<file path="config.mk">
export PLATFORM = sky130hd
export DESIGN_NAME = wb_gain_pipe
export DESIGN_NICKNAME = d
export VERILOG_FILES = /design/src/rtl/wb_gain_pipe.sv
export SDC_FILE = /design/constraint.sdc
export NUM_CORES = 1
export LEC_CHECK = 0
export CAP_MARGIN = 20
export CORE_MARGIN = 2
export CORE_UTILIZATION = 40
export DETAILED_ROUTE_END_ITERATION = 16
export PLACE_DENSITY_LB_ADDON = 0.12
export SYNTH_ARGS = -nofsm -noshare
export SYNTH_HDL_FRONTEND = slang
export SYNTH_SLANG_ARGS = --single-unit
</file>
<file path="constraint.sdc">
create_clock -name clk -period 5.1 [get_ports clk]
set_clock_uncertainty 0.15 [all_clocks]
set_input_delay 1.53 -clock clk [delete_from_list [all_inputs] [get_ports clk]]
set_output_delay 1.53 -clock clk [all_outputs]
set_load 0.01 [all_outputs]
</file>
<file path="src/rtl/wb_gain_pipe.sv">
// White-balance gain stage: per-channel fixed-point gain with rounding and clamping.
// Optional per-frame saturation counter enabled by defining WB_SAT_CNT_EN.
module wb_gain_pipe #(
    parameter int DATA_W = 8,
    parameter int GAIN_W = 16,
    parameter int FRAC_W = 8
) (
    input  logic              clk,
    input  logic              rst_n,
    input  logic              in_valid_i,
    output logic              in_ready_o,
    input  logic [1:0]        color_i,
    input  logic [DATA_W-1:0] value_i,
    input  logic              last_i,
    input  logic              gain_load_i,
    input  logic [GAIN_W-1:0] gain_r_i,
    input  logic [GAIN_W-1:0] gain_g_i,
    input  logic [GAIN_W-1:0] gain_b_i,
    output logic              out_valid_o,
    input  logic              out_ready_i,
    output logic [1:0]        color_o,
    output logic [DATA_W-1:0] value_o,
    output logic              last_o,
    output logic              gain_pending_o,
    output logic [15:0]       sat_cnt_o
);
    localparam int P_W = DATA_W + GAIN_W;
    localparam logic [GAIN_W-1:0] UNITY = {{(GAIN_W-1){1'b0}}, 1'b1} << FRAC_W;
    localparam logic [P_W-1:0]    ROUND = {{(P_W-1){1'b0}}, 1'b1} << (FRAC_W - 1);

    // Handshake: a beat moves on a rising edge when valid & ready are both high;
    // the whole pipe advances together, so ready upstream mirrors en.
    logic en, accept, commit;
    assign en         = ~out_valid_o | out_ready_i;
    assign in_ready_o = en;
    assign accept     = in_valid_i & en;

    logic [GAIN_W-1:0] act_r, act_g, act_b;
    logic [GAIN_W-1:0] pend_r, pend_g, pend_b;
    logic              frame_active;

    // A last beat still picks up the old gains because S1 samples before commit lands.
    assign commit = gain_pending_o & (accept ? last_i : ~frame_active);

    always_ff @(posedge clk or negedge rst_n) begin
        if (!rst_n) begin
            act_r          <= UNITY;
            act_g          <= UNITY;
            act_b          <= UNITY;
            pend_r         <= UNITY;
            pend_g         <= UNITY;
            pend_b         <= UNITY;
            gain_pending_o <= 1'b0;
            frame_active   <= 1'b0;
        end else begin
            if (commit) begin
                act_r <= pend_r;
                act_g <= pend_g;
                act_b <= pend_b;
            end
            if (gain_load_i) begin
                pend_r         <= gain_r_i;
                pend_g         <= gain_g_i;
                pend_b         <= gain_b_i;
                gain_pending_o <= 1'b1;
            end else if (commit) begin
                gain_pending_o <= 1'b0;
            end
            if (accept) frame_active <= ~last_i;
        end
    end

    logic [GAIN_W-1:0] sel_gain;
    always_comb begin
        sel_gain = UNITY;
        case (color_i)
            2'd0:    sel_gain = act_r;
            2'd1:    sel_gain = act_g;
            2'd2:    sel_gain = act_b;
            default: sel_gain = UNITY;
        endcase
    end

    logic              s1_valid, s1_last;
    logic [1:0]        s1_color;
    logic [DATA_W-1:0] s1_value;
    logic [GAIN_W-1:0] s1_gain;

    always_ff @(posedge clk or negedge rst_n) begin
        if (!rst_n) begin
            s1_valid <= 1'b0;
            s1_last  <= 1'b0;
            s1_color <= 2'd0;
            s1_value <= '0;
            s1_gain  <= UNITY;
        end else if (en) begin
            s1_valid <= accept;
            if (accept) begin
                s1_last  <= last_i;
                s1_color <= color_i;
                s1_value <= value_i;
                s1_gain  <= sel_gain;
            end
        end
    end

    logic [P_W-1:0]    prod, rnd, shifted;
    logic              res_sat;
    logic [DATA_W-1:0] res_value;
    always_comb begin
        prod      = {{GAIN_W{1'b0}}, s1_value} * {{DATA_W{1'b0}}, s1_gain};
        rnd       = prod + ROUND;
        shifted   = rnd >> FRAC_W;
        res_sat   = |shifted[P_W-1:DATA_W];
        res_value = res_sat ? {DATA_W{1'b1}} : shifted[DATA_W-1:0];
    end

    always_ff @(posedge clk or negedge rst_n) begin
        if (!rst_n) begin
            out_valid_o <= 1'b0;
            color_o     <= 2'd0;
            value_o     <= '0;
            last_o      <= 1'b0;
        end else if (en) begin
            out_valid_o <= s1_valid;
            if (s1_valid) begin
                color_o <= s1_color;
                value_o <= res_value;
                last_o  <= s1_last;
            end
        end
    end

`ifdef WB_SAT_CNT_EN
    logic        s2_sat, xfer;
    logic [15:0] sat_acc, sat_cnt_q, sat_next;
    assign xfer     = out_valid_o & out_ready_i;
    assign sat_next = (s2_sat && sat_acc != 16'hFFFF) ? sat_acc + 16'd1 : sat_acc;

    always_ff @(posedge clk or negedge rst_n) begin
        if (!rst_n) begin
            s2_sat    <= 1'b0;
            sat_acc   <= 16'd0;
            sat_cnt_q <= 16'd0;
        end else begin
            if (en && s1_valid) s2_sat <= res_sat;
            if (xfer) begin
                if (last_o) begin
                    sat_cnt_q <= sat_next;
                    sat_acc   <= 16'd0;
                end else begin
                    sat_acc   <= sat_next;
                end
            end
        end
    end
    assign sat_cnt_o = sat_cnt_q;
`else
    assign sat_cnt_o = 16'd0;
`endif

endmodule

</file>
Word level (Yosys, flattened, before mapping) --
Index checks and enable logic that the tools add are counted.
Word-level totals: bits of input ports 64, output and inout port bits 30, register bits after elaboration 138, word-level logic and storage cells 37
Operators by class: multiply operators 1, bitwise gates (word level) 6, equal/unequal tests 2, $add $sub $neg 1, reductions and logical operators 5, muxes and demuxes 5
Operator list (count):
- one-hot mux 16 bit (3 select lines) | 1
- adder 24 x 8 -> 24 bit (second input constant) | 1
- multiplier 8 x 16 -> 24 bit | 1
- two-way mux 8 bit | 1
- OR reduction 8 bit | 1
- AND reduction 2 bit | 2
- two-way mux 1 bit | 3
- NOT 1 bit | 3
- AND 1 bit | 2
- == test 2 x 1 -> 1 bit (second input constant) | 1
- == test 2 bit (second input constant) | 1
- logical NOT 2 bit | 1
- nonzero test 2 bit | 1
- bitwise OR 1 bit | 1

Longest topological paths before layout --
depth after elaboration 7, gate-level depth with buffers 19

Worst setup path before layout --
No wires, ideal clock.
path type reg2reg, start point reg s1_value[2], end point reg value_o[0], library setup time 0.156 ns, cell stages (with the launch flop) 19, data arrival time 4.936 ns, setup slack -0.142 ns, path buffers 1, cells stage by stage dfrtp_1 > clkbuf_1 > nand2_1 > fa_1 > inv_1 > fa_1 > fa_1 > inv_1 > fa_1 > inv_1 > ha_1 > a21o_1 > a221oi_2 > nor2b_2 > nor4_4 > o21ai_1 > mux2i_1 > a2111oi_2 > a31oi_1
On the way: word-level cells in the longest chain between the ends 4
RTL lines:
- from (decl) | RTL line 86 | logic [DATA_W-1:0] s1_value;
- from (signal assigned) | RTL line 101 | s1_value <= value_i;
- multiplier 8 x 16 -> 24 bit * | RTL line 111 | prod = {{GAIN_W{1'b0}}, s1_value} * {{DATA_W{1'b0}}, s1_gain};
- adder 24 x 8 -> 24 bit * | RTL line 112 | rnd = prod + ROUND;
- OR reduction 8 bit | RTL line 114 | res_sat = |shifted[P_W-1:DATA_W];
- two-way mux 8 bit * | RTL line 115 | res_value = res_sat ? {DATA_W{1'b1}} : shifted[DATA_W-1:0];
- to (signal assigned) | RTL line 128 | value_o <= res_value;
- to (decl) | RTL line 22 | output logic [DATA_W-1:0] value_o,
Every way passes the cells marked *; elsewhere a longest branch is shown, timed or not. A chain may end at the register's enable or synchronous reset.

Worst setup path after layout --
start point reg s1_value[2], end point reg value_o[4]
Same word-level chain as after synthesis.

==> reports/summary.log <==
qor: clock_tree.tritoncts done
qor: clock_tree.worst_skew_pair.late_latency 0.43 ns
qor: floorplan.rows 56
qor: setup_path.critical_path.n_buffers_inverters 4
qor: place.portBuffers 77
qor: clock_tree.numClockSinks 138
qor: pwr.pwr-share-comb 0.669
qor: setup_path.critPathLaunchType register
qor: drt.detailroute.via_count 6,171
qor: setup_path.crit_path_end_kind register
qor: clock_tree.clk_transition_reported_paths 0.06 ns
qor: timing.fmax 0.1968 GHz
qor: timing.timing_worst_slew_pin_value 0.7871 ns
qor: setup_path.crit_path_top_delay_cell sky130_fd_sc_hd__fa_1
qor: pwr.share_seq_of_total_power 0.182
qor: place.place.detailed.hpwl 14,490 um
qor: clock_tree.cts-htree-levels 4
qor: yosys.synth_cells 862
qor: timing.count_of_endpoints_failing_hold_in_the_final_timing_report 0
qor: drt.drt.antenna.violating_nets 0
qor: clock_tree.cts_made_buffers 17
qor: yosys.synth_top_family_by_area adder cells
qor: yosys.dominantRegCellSynth sky130_fd_sc_hd__dfrtp_1
qor: pwr.vdd_drop_max 0.4870 mV
qor: yosys.multiplexer_area_fraction_after_synthesis 0.1441
qor: finish.area_delta_synth_final 23.90%
qor: floorplan.num_io_pins 94
qor: yosys.total_of_flip_flops_plus_latches_after_synthesis 138
qor: drt.drt_first_iter_violations 227
qor: clock_tree.cts-root-to-sink-buffers 2
qor: yosys.synthDistinctLibCells 48
qor: pwr.p_int 4698 uW
qor: finish.antenna-diode-count 0
qor: yosys.seq_area_frac_synth 0.3624
qor: yosys.mappedNetlistArea 9554 um^2
qor: timing.setup_repair_after_global_routing_missed_its_margin yes
qor: clock_tree.clock-root-buffer sky130_fd_sc_hd__clkbuf_16
qor: pwr.p_sw 3579 uW
qor: outcome.status finished clean
qor: floorplan.die_height 158.6 um
qor: floorplan.fp.dieW 158.6 um
qor: drt.drt_wl_total 19,800 um
qor: finish.mostFrequentLayoutCells sky130_fd_sc_hd__dfrtp_1, sky130_fd_sc_hd__mux2_2, sky130_fd_sc_hd__inv_1, sky130_fd_sc_hd__and2_1, sky130_fd_sc_hd__fa_1
qor: setup_path.worst-path-max-fanout 8
qor: setup_path.worstPathCellList buf_6 -> and2_1 -> fa_1 -> fa_1 -> fa_1 -> fa_1 -> ha_4 -> buf_6 -> a221oi_4 -> buf_4 -> o21ai_4 -> a211oi_2 -> o21bai_1 -> xor2_1 -> a2111oi_4 -> buf_6 -> a31oi_4
qor: floorplan.floorplan.initialDensity 0.4070
qor: yosys.post_synth_and_or_nand_nor_area_fraction 0.1183
qor: setup_path.crit_path_kind reg -> reg
qor: pwr.design_power_total 8277 uW
qor: setup_path.cp_data_arrival_time 5.23 ns
qor: floorplan.core 23,470 um^2
qor: setup_path.slowest_delay 0.56 ns
qor: global_routing.grt_antenna_before_repair 0
qor: finish.final.fill_count 2,145
qor: setup_path.cp_top_delay_family adder cells
qor: yosys.postSynth.asyncResetShare 1.000
qor: finish.final_common_cell sky130_fd_sc_hd__dfrtp_1
qor: yosys.avg_cell_area_syn 11.08 um^2
qor: global_routing.grt_pass1_vias 6,397
qor: flow_run.max-cap-violations 0
qor: global_routing.gr-usage-all-layers 0.1663
qor: timing.setup-violations-final 0
qor: pwr.leakage_power_of_the_design 0.005389 uW
qor: timing.final_min_period_over_clock_period 0.9962
qor: yosys.synth_enable_flop_cells 0
qor: pwr.power.switching_fraction 0.4324
qor: timing.final.min_clock_period 5.081 ns
qor: global_routing.global_route_wire_length_before_repair 32,720 um
qor: yosys.synth_xor_area_frac 0.01192
qor: finish.postLayoutCoreUtil 0.5043
qor: timing.finalSetupTns 0 ns
qor: finish.final_nets 1,185
qor: drt.route.detailed.vias_per_inst 4.686
qor: timing.final_max_slew_viol_count 0
qor: hold_path.hold_class reg -> reg
qor: yosys.yosys_warnings 0
qor: yosys.synth-compound-area-share 0.05330
qor: floorplan.die_area 25,140 um^2
qor: global_routing.overflow 0
qor: setup_path.critical-path-top-cell-by-count sky130_fd_sc_hd__fa_1
qor: drt.drt_first_pass_iters 4
qor: drt.detail_route.drc_violations 0
qor: setup_path.cp.required 5.25 ns
qor: yosys.synthAdderAreaFrac 0.2433
qor: finish.drive_gt1_frac 0.2675
qor: timing.worst_hold_slack 0.3225 ns
qor: pwr.p_per_area 699.2 nW/um^2
qor: timing.timing.slew.headroom 0.4753
qor: drt.wire_per_inst 15.03 um
qor: pwr.p_clk_frac 0.149
qor: clock_tree.hold_buffers 0
qor: global_routing.grt_start_max_net_pins 81
qor: place.gpl.final_weighted_congestion 0.8175
tightest hold or removal path, cell delays in order (launching register included):
cell                      delay [ns]
sky130_fd_sc_hd__dfrtp_1        0.34
sky130_fd_sc_hd__nand2_1        0.05
sky130_fd_sc_hd__nand2_1        0.05
area by class of cell:
| class | count | area, um^2 | area share |
|---|---|---|---|
| Clock buffer | 17 | 425.4 | 0.03594 |
| Clock inverter | 15 | 156.4 | 0.01321 |
| Inverter | 102 | 382.9 | 0.03234 |
| Multi-Input combinational cell | 587 | 5722 | 0.4834 |
| Sequential cell | 138 | 3478 | 0.2938 |
| Tap cell | 319 | 399.1 | 0.03372 |
| Timing Repair Buffer | 139 | 1274 | 0.1076 |
registers in the layout (all words and copies together), names as in the netlist, 8 cells and up:
register	count
act_r	16
pend_r	16
value_o	8
pend_g	16
act_b	16
act_g	16
pend_b	16
s1_gain	16
s1_value	8
synth_stat cells (2+ instances only):
| library cell | n | area share |
|---|---|---|
| sky130_fd_sc_hd__a31oi_1 | 9 | 0.0059 |
| sky130_fd_sc_hd__nand2_1 | 70 | 0.028 |
| sky130_fd_sc_hd__nor2_1 | 29 | 0.011 |
| sky130_fd_sc_hd__xnor2_1 | 2 | 0.0018 |
| sky130_fd_sc_hd__o22ai_1 | 2 | 0.0013 |
| sky130_fd_sc_hd__nor3_1 | 2 | 0.0010 |
| sky130_fd_sc_hd__buf_4 | 16 | 0.013 |
| sky130_fd_sc_hd__dfstp_2 | 7 | 0.019 |
| sky130_fd_sc_hd__a21o_1 | 3 | 0.0024 |
| sky130_fd_sc_hd__buf_2 | 3 | 0.0016 |
| sky130_fd_sc_hd__a21oi_1 | 25 | 0.013 |
| sky130_fd_sc_hd__ha_1 | 53 | 0.069 |
| sky130_fd_sc_hd__and2_1 | 94 | 0.062 |
| sky130_fd_sc_hd__nand2b_1 | 3 | 0.0020 |
| sky130_fd_sc_hd__fa_1 | 83 | 0.17 |
| sky130_fd_sc_hd__nor2b_1 | 3 | 0.0020 |
| sky130_fd_sc_hd__clkbuf_1 | 24 | 0.0094 |
| sky130_fd_sc_hd__mux2_2 | 108 | 0.13 |
| sky130_fd_sc_hd__o21ai_1 | 5 | 0.0026 |
| sky130_fd_sc_hd__buf_1 | 7 | 0.0028 |
| sky130_fd_sc_hd__and3_1 | 4 | 0.0026 |
| sky130_fd_sc_hd__nand3_1 | 5 | 0.0026 |
| sky130_fd_sc_hd__mux2i_1 | 16 | 0.017 |
| sky130_fd_sc_hd__xor2_1 | 11 | 0.010 |
| sky130_fd_sc_hd__o21ai_0 | 24 | 0.013 |
| sky130_fd_sc_hd__inv_1 | 102 | 0.040 |
| sky130_fd_sc_hd__dfrtp_1 | 131 | 0.34 |
metal layers:
metal,up-vias,global-route usage,part of all wire
met4,0,0.03861,0.0079
met3,12,0.03021,0.023
li1,3016,-,-
met1,3054,0.2411,0.51
met2,89,0.2595,0.46
met5,-,0,0
power by group through the flow:
stage	clock network [uW]	logic, uW	registers, uW
2_1_floorplan	0	3430	1450
3_3_place_gp	0	4780	1530
3_5_place_dp	0	4790	1530
4_1_cts	1270	4920	1510
5_1_grt	1310	6250	1540
6_report	1230	5540	1510
final timing paths:
check                             from    endpoint  slack [ns]  cells after the start
max in group asynchronous        rst_n    act_r[8]        2.95                      2
setup reg to reg           s1_value[2]  value_o[4]        0.02                     17
hold reg to reg            s1_color[0]  color_o[0]        0.32                      2
hold / removal             s1_color[0]  color_o[0]        0.32                      2
min in group asynchronous        rst_n  value_o[6]        0.99                      1
setup / recovery           s1_value[2]  value_o[4]        0.02                     17
timing repair:
item,in CTS,in global routing
setup endpoints to repair,8,8
gates resized for setup,9,50
buffers inserted,3,17
pin swaps,3,20
per-stage QoR:
| stage | worst slack, ns | std cells | instance area (um^2) |
|---|---|---|---|
| after floorplan | 0.0003686 | 877 | 9623 |
| after global placement | -0.1078 | 1264 | 10860 |
| after CTS | 0.009672 | 1300 | 11510 |
| after detailed placement | -0.1414 | 1265 | 10880 |
| final | 0.01925 | 1317 | 11840 |
| after global routing | -0.2236 | 1317 | 11840 |
cells by family (layout without fill, tap and decap cells):
| group | after synthesis | in the layout |
|---|---|---|
| XOR/XNOR | 13 | 13 |
| adder cells (fa/ha/maj) | 136 | 136 |
| AND/OR/NAND/NOR | 218 | 218 |
| AO/OA/AOI/OAI | 80 | 80 |
| other | 1 | 16 |
| multiplexers | 124 | 124 |
| flip-flops | 138 | 138 |
| buffers and inverters | 152 | 273 |
No activity file was read; power rests on OpenSTA's default activity.
